--- config.mk ---
export PLATFORM = sky130hd
export DESIGN_NAME = m_pc_fetch_sequencer
export DESIGN_NICKNAME = d
export VERILOG_FILES = /design/src/rtl/m_tera_pkg.sv /design/src/rtl/m_2to1_8bit_mux_with_add1.sv /design/src/rtl/m_pc_fetch_sequencer.sv
export SDC_FILE = /design/constraint.sdc
export NUM_CORES = 1
export LEC_CHECK = 0
export CORE_AREA = 2 2 72 74
export DETAILED_ROUTE_END_ITERATION = 8
export DIE_AREA = 0 0 74 76
export SYNTH_ARGS = -nofsm -noshare
export SYNTH_HDL_FRONTEND = slang
export SYNTH_SLANG_ARGS = --single-unit
--- constraint.sdc ---
create_clock -name w_clock -period 3.1 [get_ports w_clock]
set_input_delay 0.465 -clock w_clock [delete_from_list [all_inputs] [get_ports w_clock]]
set_output_delay 0.465 -clock w_clock [all_outputs]
set_load 0.01 [all_outputs]
--- src/rtl/m_tera_pkg.sv ---
// m_tera_pkg: shared state encoding and constants for the 8-bit fetch datapath.
package m_tera_pkg;
  localparam int W8 = 8;
  localparam logic [W8-1:0] HALT_OPCODE_DEF = 8'hFF;
  typedef enum logic [1:0] {
    S_IDLE = 2'd0,
    S_REQ  = 2'd1,
    S_HOLD = 2'd2,
    S_HALT = 2'd3
  } state_e;
endpackage

--- src/rtl/m_2to1_8bit_mux_with_add1.sv ---
// m_2to1_8bit_mux_with_add1: out = in_1 + 1 when w_channel is high, else in_0.
module m_2to1_8bit_mux_with_add1
  import m_tera_pkg::*;
(
  input  logic          w_channel,
  input  logic [W8-1:0] in_1,
  input  logic [W8-1:0] in_0,
  output logic [W8-1:0] out
);
  assign out = w_channel ? in_1 + W8'(1) : in_0;
endmodule

--- src/rtl/m_pc_fetch_sequencer.sv ---
// m_pc_fetch_sequencer: PC register, req/ack instruction fetch and a valid/ready instruction register.
// Define M_PC_FETCH_TIMEOUT_EN to halt with a sticky flag when memory stalls for TIMEOUT_CYCLES.
module m_pc_fetch_sequencer
  import m_tera_pkg::*;
#(
  parameter int            WIDTH       = W8,
  parameter logic [W8-1:0] RESET_PC    = 8'h00,
  parameter logic [W8-1:0] HALT_OPCODE = HALT_OPCODE_DEF
`ifdef M_PC_FETCH_TIMEOUT_EN
  ,
  parameter int            TIMEOUT_CYCLES = 16
`endif
) (
  input  logic             w_clock,
  input  logic             w_reset_n,
  input  logic             w_run,
  input  logic             w_branch_take,
  input  logic [WIDTH-1:0] w_bus_branch_target,
  output logic             w_mem_req,
  output logic [WIDTH-1:0] w_bus_mem_addr,
  input  logic             w_mem_ack,
  input  logic [WIDTH-1:0] w_bus_mem_data,
  output logic             w_ir_valid,
  input  logic             w_ir_ready,
  output logic [WIDTH-1:0] w_bus_ir,
  output logic [WIDTH-1:0] w_bus_pc,
  output logic             w_halted,
  output logic             w_fetch_timeout
);
  state_e           state_q;
  logic [WIDTH-1:0] pc_q, pc_d, ir_q;
  logic             mem_req_q, ir_valid_q, halted_q, consume;
  assign consume = (state_q == S_HOLD) && w_ir_ready;
  // Branch target only wins on the consume cycle; every other cycle the mux offers PC+1.
  m_2to1_8bit_mux_with_add1 u_next_pc (
    .w_channel(~(consume & w_branch_take)),
    .in_1     (pc_q),
    .in_0     (w_bus_branch_target),
    .out      (pc_d)
  );
`ifdef M_PC_FETCH_TIMEOUT_EN
  localparam int CW = $clog2(TIMEOUT_CYCLES + 1);
  logic [CW-1:0] wait_q;
  logic          timeout_q, limit;
  assign limit = wait_q == CW'(TIMEOUT_CYCLES - 1);
  assign w_fetch_timeout = timeout_q;
`else
  assign w_fetch_timeout = 1'b0;
`endif
  always_ff @(posedge w_clock or negedge w_reset_n)
    if (!w_reset_n) begin
      state_q    <= S_IDLE;
      pc_q       <= RESET_PC;
      ir_q       <= '0;
      mem_req_q  <= 1'b0;
      ir_valid_q <= 1'b0;
      halted_q   <= 1'b0;
`ifdef M_PC_FETCH_TIMEOUT_EN
      wait_q     <= '0;
      timeout_q  <= 1'b0;
`endif
    end else
      case (state_q)
        S_IDLE:
          if (w_run) begin
            state_q   <= S_REQ;
            mem_req_q <= 1'b1;
`ifdef M_PC_FETCH_TIMEOUT_EN
            wait_q    <= '0;
`endif
          end
        S_REQ:
          if (w_mem_ack) begin
            ir_q       <= w_bus_mem_data;
            ir_valid_q <= 1'b1;
            mem_req_q  <= 1'b0;
            state_q    <= S_HOLD;
          end
`ifdef M_PC_FETCH_TIMEOUT_EN
          else if (limit) begin
            mem_req_q <= 1'b0;
            timeout_q <= 1'b1;
            halted_q  <= 1'b1;
            state_q   <= S_HALT;
          end else
            wait_q <= wait_q + 1'b1;
`endif
        S_HOLD:
          if (w_ir_ready) begin
            pc_q       <= pc_d;
            ir_valid_q <= 1'b0;
            if (ir_q == HALT_OPCODE) begin
              state_q  <= S_HALT;
              halted_q <= 1'b1;
            end else if (w_run) begin
              state_q   <= S_REQ;
              mem_req_q <= 1'b1;
`ifdef M_PC_FETCH_TIMEOUT_EN
              wait_q    <= '0;
`endif
            end else
              state_q <= S_IDLE;
          end
        default: ;
      endcase
  assign w_mem_req      = mem_req_q;
  assign w_bus_mem_addr = pc_q;
  assign w_bus_pc       = pc_q;
  assign w_ir_valid     = ir_valid_q;
  assign w_bus_ir       = ir_q;
  assign w_halted       = halted_q;
endmodule

==> impl_metrics.yaml, run 1 <==
critical_path:
  path_cells: "clkdlybuf4s50_1"
  critical-path-top-delay-family: "buffers and inverters"
  critPathLaunchType: "flop"
  endpoint_kind: "primary output"
  worst_path_largest_cell_delay_ps: 580
  cpMaxStageDelayCell: "clkdlybuf4s50_1"
  arrival_ps: 1320
  cp_data_required_time_ps: 2630
  critPathKind: "reg -> out"
  critPathMaxFanout: 7
  path_buf_inv: 1
detailed_routing:
  drc: 0
  wl_um: 2720
  vias: 980
  detail-route-antenna-nets: 0
  vias_per_cell: 4.36
  wl_per_cell_um: 12.1
  drt_iter0_markers: 62
  drt_first_pass_iters: 4
place:
  port_buffers: 48
  placed_area_um2: 1660
  gp_congestion: 0.723
  post-place-ws_ps: 1320
  dp_hpwl_um: 2100
global_routing:
  grt_max_degree: 22
  grt_pass1_wl_um: 4430
  grt_pass1_vias: 930
  antenna_found_initial: 0
  grt_usage_pct: 10.0
  gr-total-overflow: 0
finish:
  final_area_um2: 1710
  post-route-util_pct: 34.8
  insertedDiodeCount: 0
  drive_gt1_share_pct: 12.3
  syn_to_final_growth_pct: 45.1
  nNetsFinal: 183
synthesis:
  synth_edf_count: 0
  syn_area_per_cell_um2: 10.3
  synth.net_count: 141
  ys.flop_type: "dfrtp_1"
  synth_top_area_cell: "dfrtp_1"
  yosysMostFrequentCell: "dfrtp_1"
  ys_seq_area_share_pct: 44.6
  syn-cell-area_um2: 1180
  synthXorXnorAreaFrac_pct: 0
  netlist_instances: 114
  synth-compound-area-share_pct: 13.9
  synthTopCellsByCount: "dfrtp_1 (21), a21oi_1 (9), buf_4 (9), mux2_2 (9), nand2_1 (9)"
  yosys_register_bits: 21
  synthSimpleGateAreaFrac_pct: 13.9
  synth.area.top_cells: "dfrtp_1 (45%), mux2_2 (8.6%), buf_4 (5.7%)"
  synthDistinctLibCells: 28
  async_flop_share_pct: 100
  synth_top_area_share_pct: 44.6
  synthAdderAreaFrac_pct: 5.31
  synth_mux_area_share_pct: 12.9
  ys_warn_count: 0
  synth_top_family_by_area: "simple AND/OR/NAND/NOR gates"
sta:
  skew_ps: 3.22
  period_share_pct: 57.4
  whs_ps: 468
  worstMarginPinSlew_ps: 963
  finalWorstSetupSlack_ps: 1320
  slew_headroom_pct: 35.6
  hold_viol_final: 0
  rsz0062_at_grt: "no"
  finalMaxSlewViolations: 0
  finalSetupViolCount: 0
  fmax_mhz: 562
  layout_min_cycle_time_ps: 1780
  fin_setup_tns_ps: 0
clocking:
  clkLatencyLatePin_ps: 260
  post_cts_buffers: 0
  cts_resized: 0
  clock_sinks: 21
  cts_buffers: 3
  cts_buffer_depth: 2
  cts_tree: "done"
  cts_hold_buf: 0
  cts-htree-levels: 1
  root_buffer: "clkbuf_8"
  clkTransAtPathRegs_ps: 80
die:
  io_pins: 50
  dieArea_um2: 5620
  core.rowCount: 26
  fp.dieW_um: 74
  die_h_um: 76
  start_util_pct: 24.0
  core_um2: 4910
run_status:
  status: "complete, no violations"
power_and_ir_drop:
  powerDensity_nw_per_um2: 289
  ir_worst_vdd_v: 0.000171
  p_leak_uw: 0.000744
worst_hold_path:
  hold_class: "reg -> reg"
flow_run:
  max_cap_viol_count: 0
## registers in the layout, indices dropped and copies added (netlist names)
| name | count |
|---|---|
| w_halted | 1 |
| w_ir_valid | 1 |
| w_bus_mem_addr | 8 |
| state_q | 2 |
| w_mem_req | 1 |
| w_bus_ir | 8 |
## placed cells by master (no fill, tap or decap)
master / Yosys / layout
a31oi_1: 3 / 3
mux2_2: 9 / 9
o22ai_1: 4 / 4
a211oi_2: 1 / 1
nand3_1: 6 / 6
nand2_1: 9 / 9
a21oi_1: 9 / 9
ha_1: 5 / 5
and2_4: 1 / 1
nand3_2: 1 / 1
clkbuf_8: 0 / 3
inv_1: 6 / 6
mux2i_1: 5 / 5
a221o_1: 1 / 1
nor2b_4: 1 / 1
nor2_1: 2 / 2
nor3_1: 3 / 3
or3_1: 1 / 1
clkdlybuf4s50_1: 0 / 48
o21ai_0: 7 / 7
and4_1: 3 / 3
a31o_2: 1 / 1
nand2b_1: 1 / 1
clkinv_2: 0 / 1
and3_1: 1 / 1
dfrtp_1: 21 / 21
conb_1: 1 / 1
o21ai_2: 1 / 1
## logic make-up after synthesis
group | after synthesis
and+or+nand+nor | 29
buffers and inverters | 17
muxes | 14
AOI/OAI and AO/OA | 27
adders and majority gates | 5
other | 1
DFF | 21
## where the power goes
part / switching [uW] / leakage, uW / internal [uW]
sequential: 0.000000172 / 0.000278 / 274
combinational: 15.3 / 0.000440 / 25.4
clock: 89.9 / 0.0000255 / 89.4
## path summary, 6_finish.rpt
check	from	endpoint	slack [ps]	cells past startpoint
worst max-delay path	w_bus_mem_addr[3]$_DFFE_PN0P_	w_bus_mem_addr[3]	1320	1
worst min-delay path	w_halted$_DFFE_PN0P_	w_halted$_DFFE_PN0P_	470	1
worst max register to register	state_q[0]$_DFFE_PN0P_	w_bus_mem_addr[7]$_DFFE_PN0P_	1500	6
worst min register to register	w_halted$_DFFE_PN0P_	w_halted$_DFFE_PN0P_	470	1
max in group asynchronous	w_reset_n	w_halted$_DFFE_PN0P_	1780	1
min in group asynchronous	w_reset_n	w_bus_mem_addr[6]$_DFFE_PN0P_	740	1
## per-layer routing
| metal | GRT usage [%] | vias to the layer above | part of all wire, % |
|---|---|---|---|
| li1 | - | 480 | - |
| met1 | 12.0 | 465 | 41 |
| met2 | 16.5 | 33 | 50 |
| met3 | 4.37 | 2 | 7.7 |
| met4 | 2.00 | 0 | 0.48 |
| met5 | 0 | - | 0 |
## metrics by stage
step	total power, uW	instances
global placement	321	221
detailed placement	321	221
finish	494	225
CTS	504	225
floorplan	287	114
global route	523	225
## layout make-up
cell class                      count  area [um^2]
Inverter                            6         22.5
Clock buffer                        3         41.3
Sequential cell                    21          526
Clock inverter                      1         5.00
Timing Repair Buffer               48          480
Tap cell                           70         87.6
Multi-Input combinational cell     76          546
Fill cell                         517         3200
Note: power is estimated with default switching activity, not from simulation.
==> run 2, diff against run 1 <==
==> constraint.sdc (replaced) <==
create_clock -name w_clock -period 1.5 [get_ports w_clock]
set_input_delay 0.225 -clock w_clock [delete_from_list [all_inputs] [get_ports w_clock]]
set_output_delay 0.225 -clock w_clock [all_outputs]
set_load 0.01 [all_outputs]
==> impl_metrics.yaml, run 2 (synthesis gave the netlist of run 1 again) <==
sta:
  layout_min_cycle_time_ps: 1450
  skew_ps: 5.05
  fmax_mhz: 689
  period_share_pct: 96.8
  finalWorstSetupSlack_ps: 47.8
  finalMaxSlewViolations: 0
  rsz0062_at_grt: "no"
  finalSetupViolCount: 0
  hold_viol_final: 0
  whs_ps: 312
global_routing:
  grt_usage_pct: 10.3
  grt_pass1_vias: 1019
  grt_max_degree: 22
  gr-total-overflow: 0
  antenna_found_initial: 0
  grt_pass1_wl_um: 4600
finish:
  insertedDiodeCount: 0
  fillCellCount: 496
  ff_latch_area_um2: 531
  final_common_cell: "clkdlybuf4s50_1"
  nNetsFinal: 201
  multiInputGateArea_um2: 571
  final_cell_mix: "clkdlybuf4s50_1 (42), buf_4 (18), dfrtp_1 (17)"
  drive_gt1_share_pct: 24.9
  post-route-util_pct: 38.1
  syn_to_final_growth_pct: 59.0
clocking:
  clkTransAtPathRegs_ps: 80
  clock_sinks: 21
  cts_buffers: 3
  cts_buffer_depth: 2
  cts_tree: "done"
  cts-htree-levels: 1
  clkLatencyLatePin_ps: 260
  root_buffer: "clkbuf_8"
  cts_hold_buf: 0
power_and_ir_drop:
  pwr-share-clk_pct: 36.2
  p_seq_share_pct: 55.0
  p_switching_uw: 217
  ir_worst_vdd_v: 0.000239
  p_leak_uw: 0.000885
  swShare_pct: 21.1
  pwr-share-comb_pct: 8.8
  powerDensity_nw_per_um2: 550
  internal-power_uw: 812
critical_path:
  critPathMaxFanout: 5
  critPathKind: "reg -> out"
  worst_r2r_endpoint: "w_bus_mem_addr[3]$_DFFE_PN0P_"
  r2r_cells: 6
  critical-path-top-delay-family: "buffers and inverters"
  worst_path_largest_cell_delay_ps: 560
  cpMaxStageDelayCell: "clkdlybuf4s50_1"
  cp.depth: 1
  arrival_ps: 1230
  ff2ff_setup_slack_ps: 90
  path_cells: "clkdlybuf4s50_1"
  critPathLaunchType: "flop"
  endpoint_kind: "primary output"
  r2r_start: "state_q[1]$_DFFE_PN0P_"
  cp_data_required_time_ps: 1270
  path_buf_inv: 1
detailed_routing:
  drc: 0
  vias: 1019
  drt_iter0_markers: 32
  vias_per_cell: 4.19
  wl_um: 2890
  wl_per_cell_um: 11.9
  drt_first_pass_iters: 4
  detail-route-antenna-nets: 0
place:
  gp_congestion: 0.773
  port_buffers: 48
  dp_hpwl_um: 2180
  post-place-ws_ps: -47.1
die:
  dieArea_um2: 5620
  fp.dieW_um: 74
  start_util_pct: 24.0
  io_pins: 50
  core_um2: 4910
  core.rowCount: 26
  die_h_um: 76
flow_run:
  max_cap_viol_count: 0
worst_hold_path:
  hold_class: "in -> async"
run_status:
  status: "complete, no violations"
run 2: cell count changes in the layout (fill, tap and decap cells not counted), moves of 2 or more:
cell	change
dfrtp_1	-4
buf_4	+18
clkdlybuf4s50_1	-6
dlymetal6s2s_1	+2
dlygate4sd2_1	+4
ha_1	-2
dfrtp_2	+4
run 2: power by group through the flow:
stage,clock [uW],combinational [uW],sequential [uW]
after global placement,0,92.9,577
after floorplan,0,15.7,577
after detailed placement,0,92.2,577
after global routing,416,100,566
after CTS,389,92.8,565
final,373,90.6,565
run 2: per-layer routing:
layer	routed length (um)	global-route usage (%)
met3	163	2.51
met5	0	0
met1	1230	13.2
met4	13	2.73
met2	1480	17.2
run 2: metrics by stage:
step / total power, uW / TNS [ps] / cell area [um^2] / std cells
floorplan: 593 / 0 / 1180 / 114
global placement: 670 / -467 / 1730 / 230
detailed placement: 669 / -274 / 1730 / 230
CTS: 1050 / 0 / 1770 / 234
global route: 1080 / 0 / 1870 / 243
finish: 1030 / 0 / 1870 / 243
run 2: worst max-delay path by stage:
stage                                         end                           from
finish                          w_bus_mem_addr[7]  w_bus_mem_addr[7]$_DFFE_PN0P_
global route        w_bus_mem_addr[7]$_DFFE_PN0P_         state_q[0]$_DFFE_PN0P_
CTS                       w_bus_ir[6]$_DFFE_PN0P_         state_q[1]$_DFFE_PN0P_
detailed placement        w_bus_ir[6]$_DFFE_PN0P_                      w_mem_ack
global placement          w_bus_ir[1]$_DFFE_PN0P_                      w_mem_ack
floorplan           w_bus_mem_addr[4]$_DFFE_PN0P_         state_q[0]$_DFFE_PN0P_
run 2: final cells by class:
cell class	instances	area share, %
repair buffers	66	32.9
multi-input cells	76	30.5
flip-flops and latches	21	28.3
well taps	70	4.68
clock buffers	4	2.41
inverters	6	1.20
run 2: timing repair:
| action | in CTS | in global routing |
|---|---|---|
| pin swaps | 0 | 1 |
| resized for setup | 8 | 7 |
| cloned | 0 | 0 |
| setup endpoints to repair | 12 | 26 |
| buffers inserted | 0 | 9 |
==> run 3, diff against run 2 <==
--- a/config.mk
+++ b/config.mk
@@ -5,9 +5,10 @@
 export SDC_FILE = /design/constraint.sdc
 export NUM_CORES = 1
 export LEC_CHECK = 0
-export CORE_AREA = 2 2 72 74
+export CORE_AREA = 2 2 59 61
 export DETAILED_ROUTE_END_ITERATION = 8
-export DIE_AREA = 0 0 74 76
+export DIE_AREA = 0 0 61 63
+export PLACE_DENSITY = 0.74
 export SYNTH_ARGS = -nofsm -noshare
 export SYNTH_HDL_FRONTEND = slang
 export SYNTH_SLANG_ARGS = --single-unit
==> impl_metrics.yaml, run 3 (synthesis gave the netlist of run 1 again) <==
run_status:
  status: "complete, no violations"
die:
  die_h_um: 63
  dieArea_um2: 3840
  io_pins: 50
  start_util_pct: 36.4
  core_um2: 3230
  fp.dieW_um: 61
  core.rowCount: 21
finish:
  syn_to_final_growth_pct: 56.9
  insertedDiodeCount: 0
  final_area_um2: 1850
  nNetsFinal: 201
  final_common_cell: "clkdlybuf4s50_1"
  drive_gt1_share_pct: 25.4
  final_cell_mix: "clkdlybuf4s50_1 (31), buf_4 (18), dfrtp_1 (17)"
  post-route-util_pct: 57.1
critical_path:
  endpoint_kind: "primary output"
  cp_data_required_time_ps: 1270
  r2r_start: "state_q[1]$_DFFE_PN0P_"
  path_buf_inv: 1
  critPathKind: "reg -> out"
  worst_r2r_endpoint: "w_bus_mem_addr[7]$_DFFE_PN0P_"
  worst_path_largest_cell_delay_ps: 550
  critPathLaunchType: "flop"
  cpMaxStageDelayCell: "clkdlybuf4s50_1"
  ff2ff_setup_slack_ps: 50
  r2r_cells: 6
  startpoint: "w_bus_ir[3]$_DFFE_PN0P_"
  path_cells: "clkdlybuf4s50_1"
  arrival_ps: 1240
  critical-path-top-delay-family: "buffers and inverters"
  critPathMaxFanout: 2
detailed_routing:
  wl_per_cell_um: 14.0
  wl_um: 3060
  vias_per_cell: 4.82
  vias: 1056
  drc: 0
  detail-route-antenna-nets: 0
  drt_first_pass_iters: 4
  drt_iter0_markers: 20
clocking:
  cts_buffer_depth: 2
  cts_hold_buf: 0
  cts-htree-levels: 1
  cts_tree: "done"
  cts_buffers: 3
  clkTransAtPathRegs_ps: 120
  root_buffer: "clkbuf_4"
  clkLatencyLatePin_ps: 300
  clock_sinks: 21
power_and_ir_drop:
  swShare_pct: 22.1
  pwr-share-clk_pct: 29.7
  p_leak_uw: 0.00105
  powerDensity_nw_per_um2: 504
  p_switching_uw: 205
  ir_worst_vdd_v: 0.000322
  p_seq_share_pct: 60.8
  internal-power_uw: 725
  pwr-share-comb_pct: 9.6
global_routing:
  grt_usage_pct: 16.1
  antenna_found_initial: 0
  gr-total-overflow: 0
  grt_max_degree: 22
  grt_pass1_vias: 1053
  grt_pass1_wl_um: 4670
place:
  post-place-ws_ps: -22.9
  gp_congestion: 0.809
  placed_area_um2: 1670
  port_buffers: 48
  dp_hpwl_um: 2220
flow_run:
  max_cap_viol_count: 0
worst_hold_path:
  hold_class: "in -> async"
sta:
  finalWorstSetupSlack_ps: 38.7
  finalSetupViolCount: 0
  period_share_pct: 97.4
  fmax_mhz: 684
  finalMaxSlewViolations: 0
  skew_ps: 7.79
  hold_viol_final: 0
  fin_setup_tns_ps: 0
  layout_min_cycle_time_ps: 1460
[run 3: changes by cell type in the layout (fill, tap and decap cells not counted)]
cell / previous run / this run
dlygate4sd2_1: 4 / 5
dlymetal6s2s_1: 2 / 12
clkbuf_8: 3 / 0
inv_2: 0 / 1
inv_1: 6 / 5
clkbuf_4: 0 / 3
clkdlybuf4s50_1: 42 / 31
[run 3: worst reg2reg max path: stages, from the launching register on]
cell,delay (ps)
dfrtp_1,400
buf_4,150
ha_4,170
and2_4,190
buf_4,140
and4_1,180
nor3_1,150
[run 3: stage by stage]
stage / total power, uW / hold WS (ps) / std cells
after floorplan: 593 / -70.6 / 114
after global placement: 664 / 452 / 202
after detailed placement: 666 / 455 / 202
after CTS: 935 / 254 / 212
after global routing: 974 / 261 / 219
final: 931 / 248 / 219
[run 3: timing repair]
action / CTS / global route
hold endpoints to repair: 0 / 0
gates resized for setup: 10 / 17
buffers inserted: 6 / 7
setup endpoints to repair: 19 / 33
[run 3: power groups by stage]
| stage | sequential [uW] | clock, uW | combinational [uW] |
|---|---|---|---|
| floorplan | 577 | 0 | 15.7 |
| global route | 566 | 310 | 97.5 |
| finish | 566 | 276 | 89.0 |
| CTS | 566 | 279 | 89.4 |
| detailed placement | 577 | 0 | 89.0 |
| global placement | 577 | 0 | 87.5 |
[run 3: layout make-up]
cell class	instances	area [um^2]
multi-input cells	76	571
clock buffers	4	26.3
repair buffers	66	639
fillers	306	1390
well taps	46	57.6
flip-flops and latches	21	531
inverters	6	22.5
[run 3: routing by layer]
layer	GRT usage [%]	wire length, um	vias up
met5	0	0	-
met4	5.71	34	0
met3	5.59	305	4
met2	25.0	1440	45
met1	20.4	1280	492
li1	-	-	515
[run 3: worst max-delay path by stage]
| stage | to | slack (ps) | cells past startpoint |
|---|---|---|---|
| finish | w_bus_ir[3] | 40 | 1 |
| global route | w_bus_ir[3] | -10 | 1 |
| detailed placement | w_bus_ir[3]$_DFFE_PN0P_ | -20 | 3 |
| floorplan | w_bus_mem_addr[4]$_DFFE_PN0P_ | 110 | 7 |
| global placement | w_bus_ir[5]$_DFFE_PN0P_ | 2 | 3 |
| CTS | w_bus_ir[0]$_DFFE_PN0P_ | -7 | 4 |
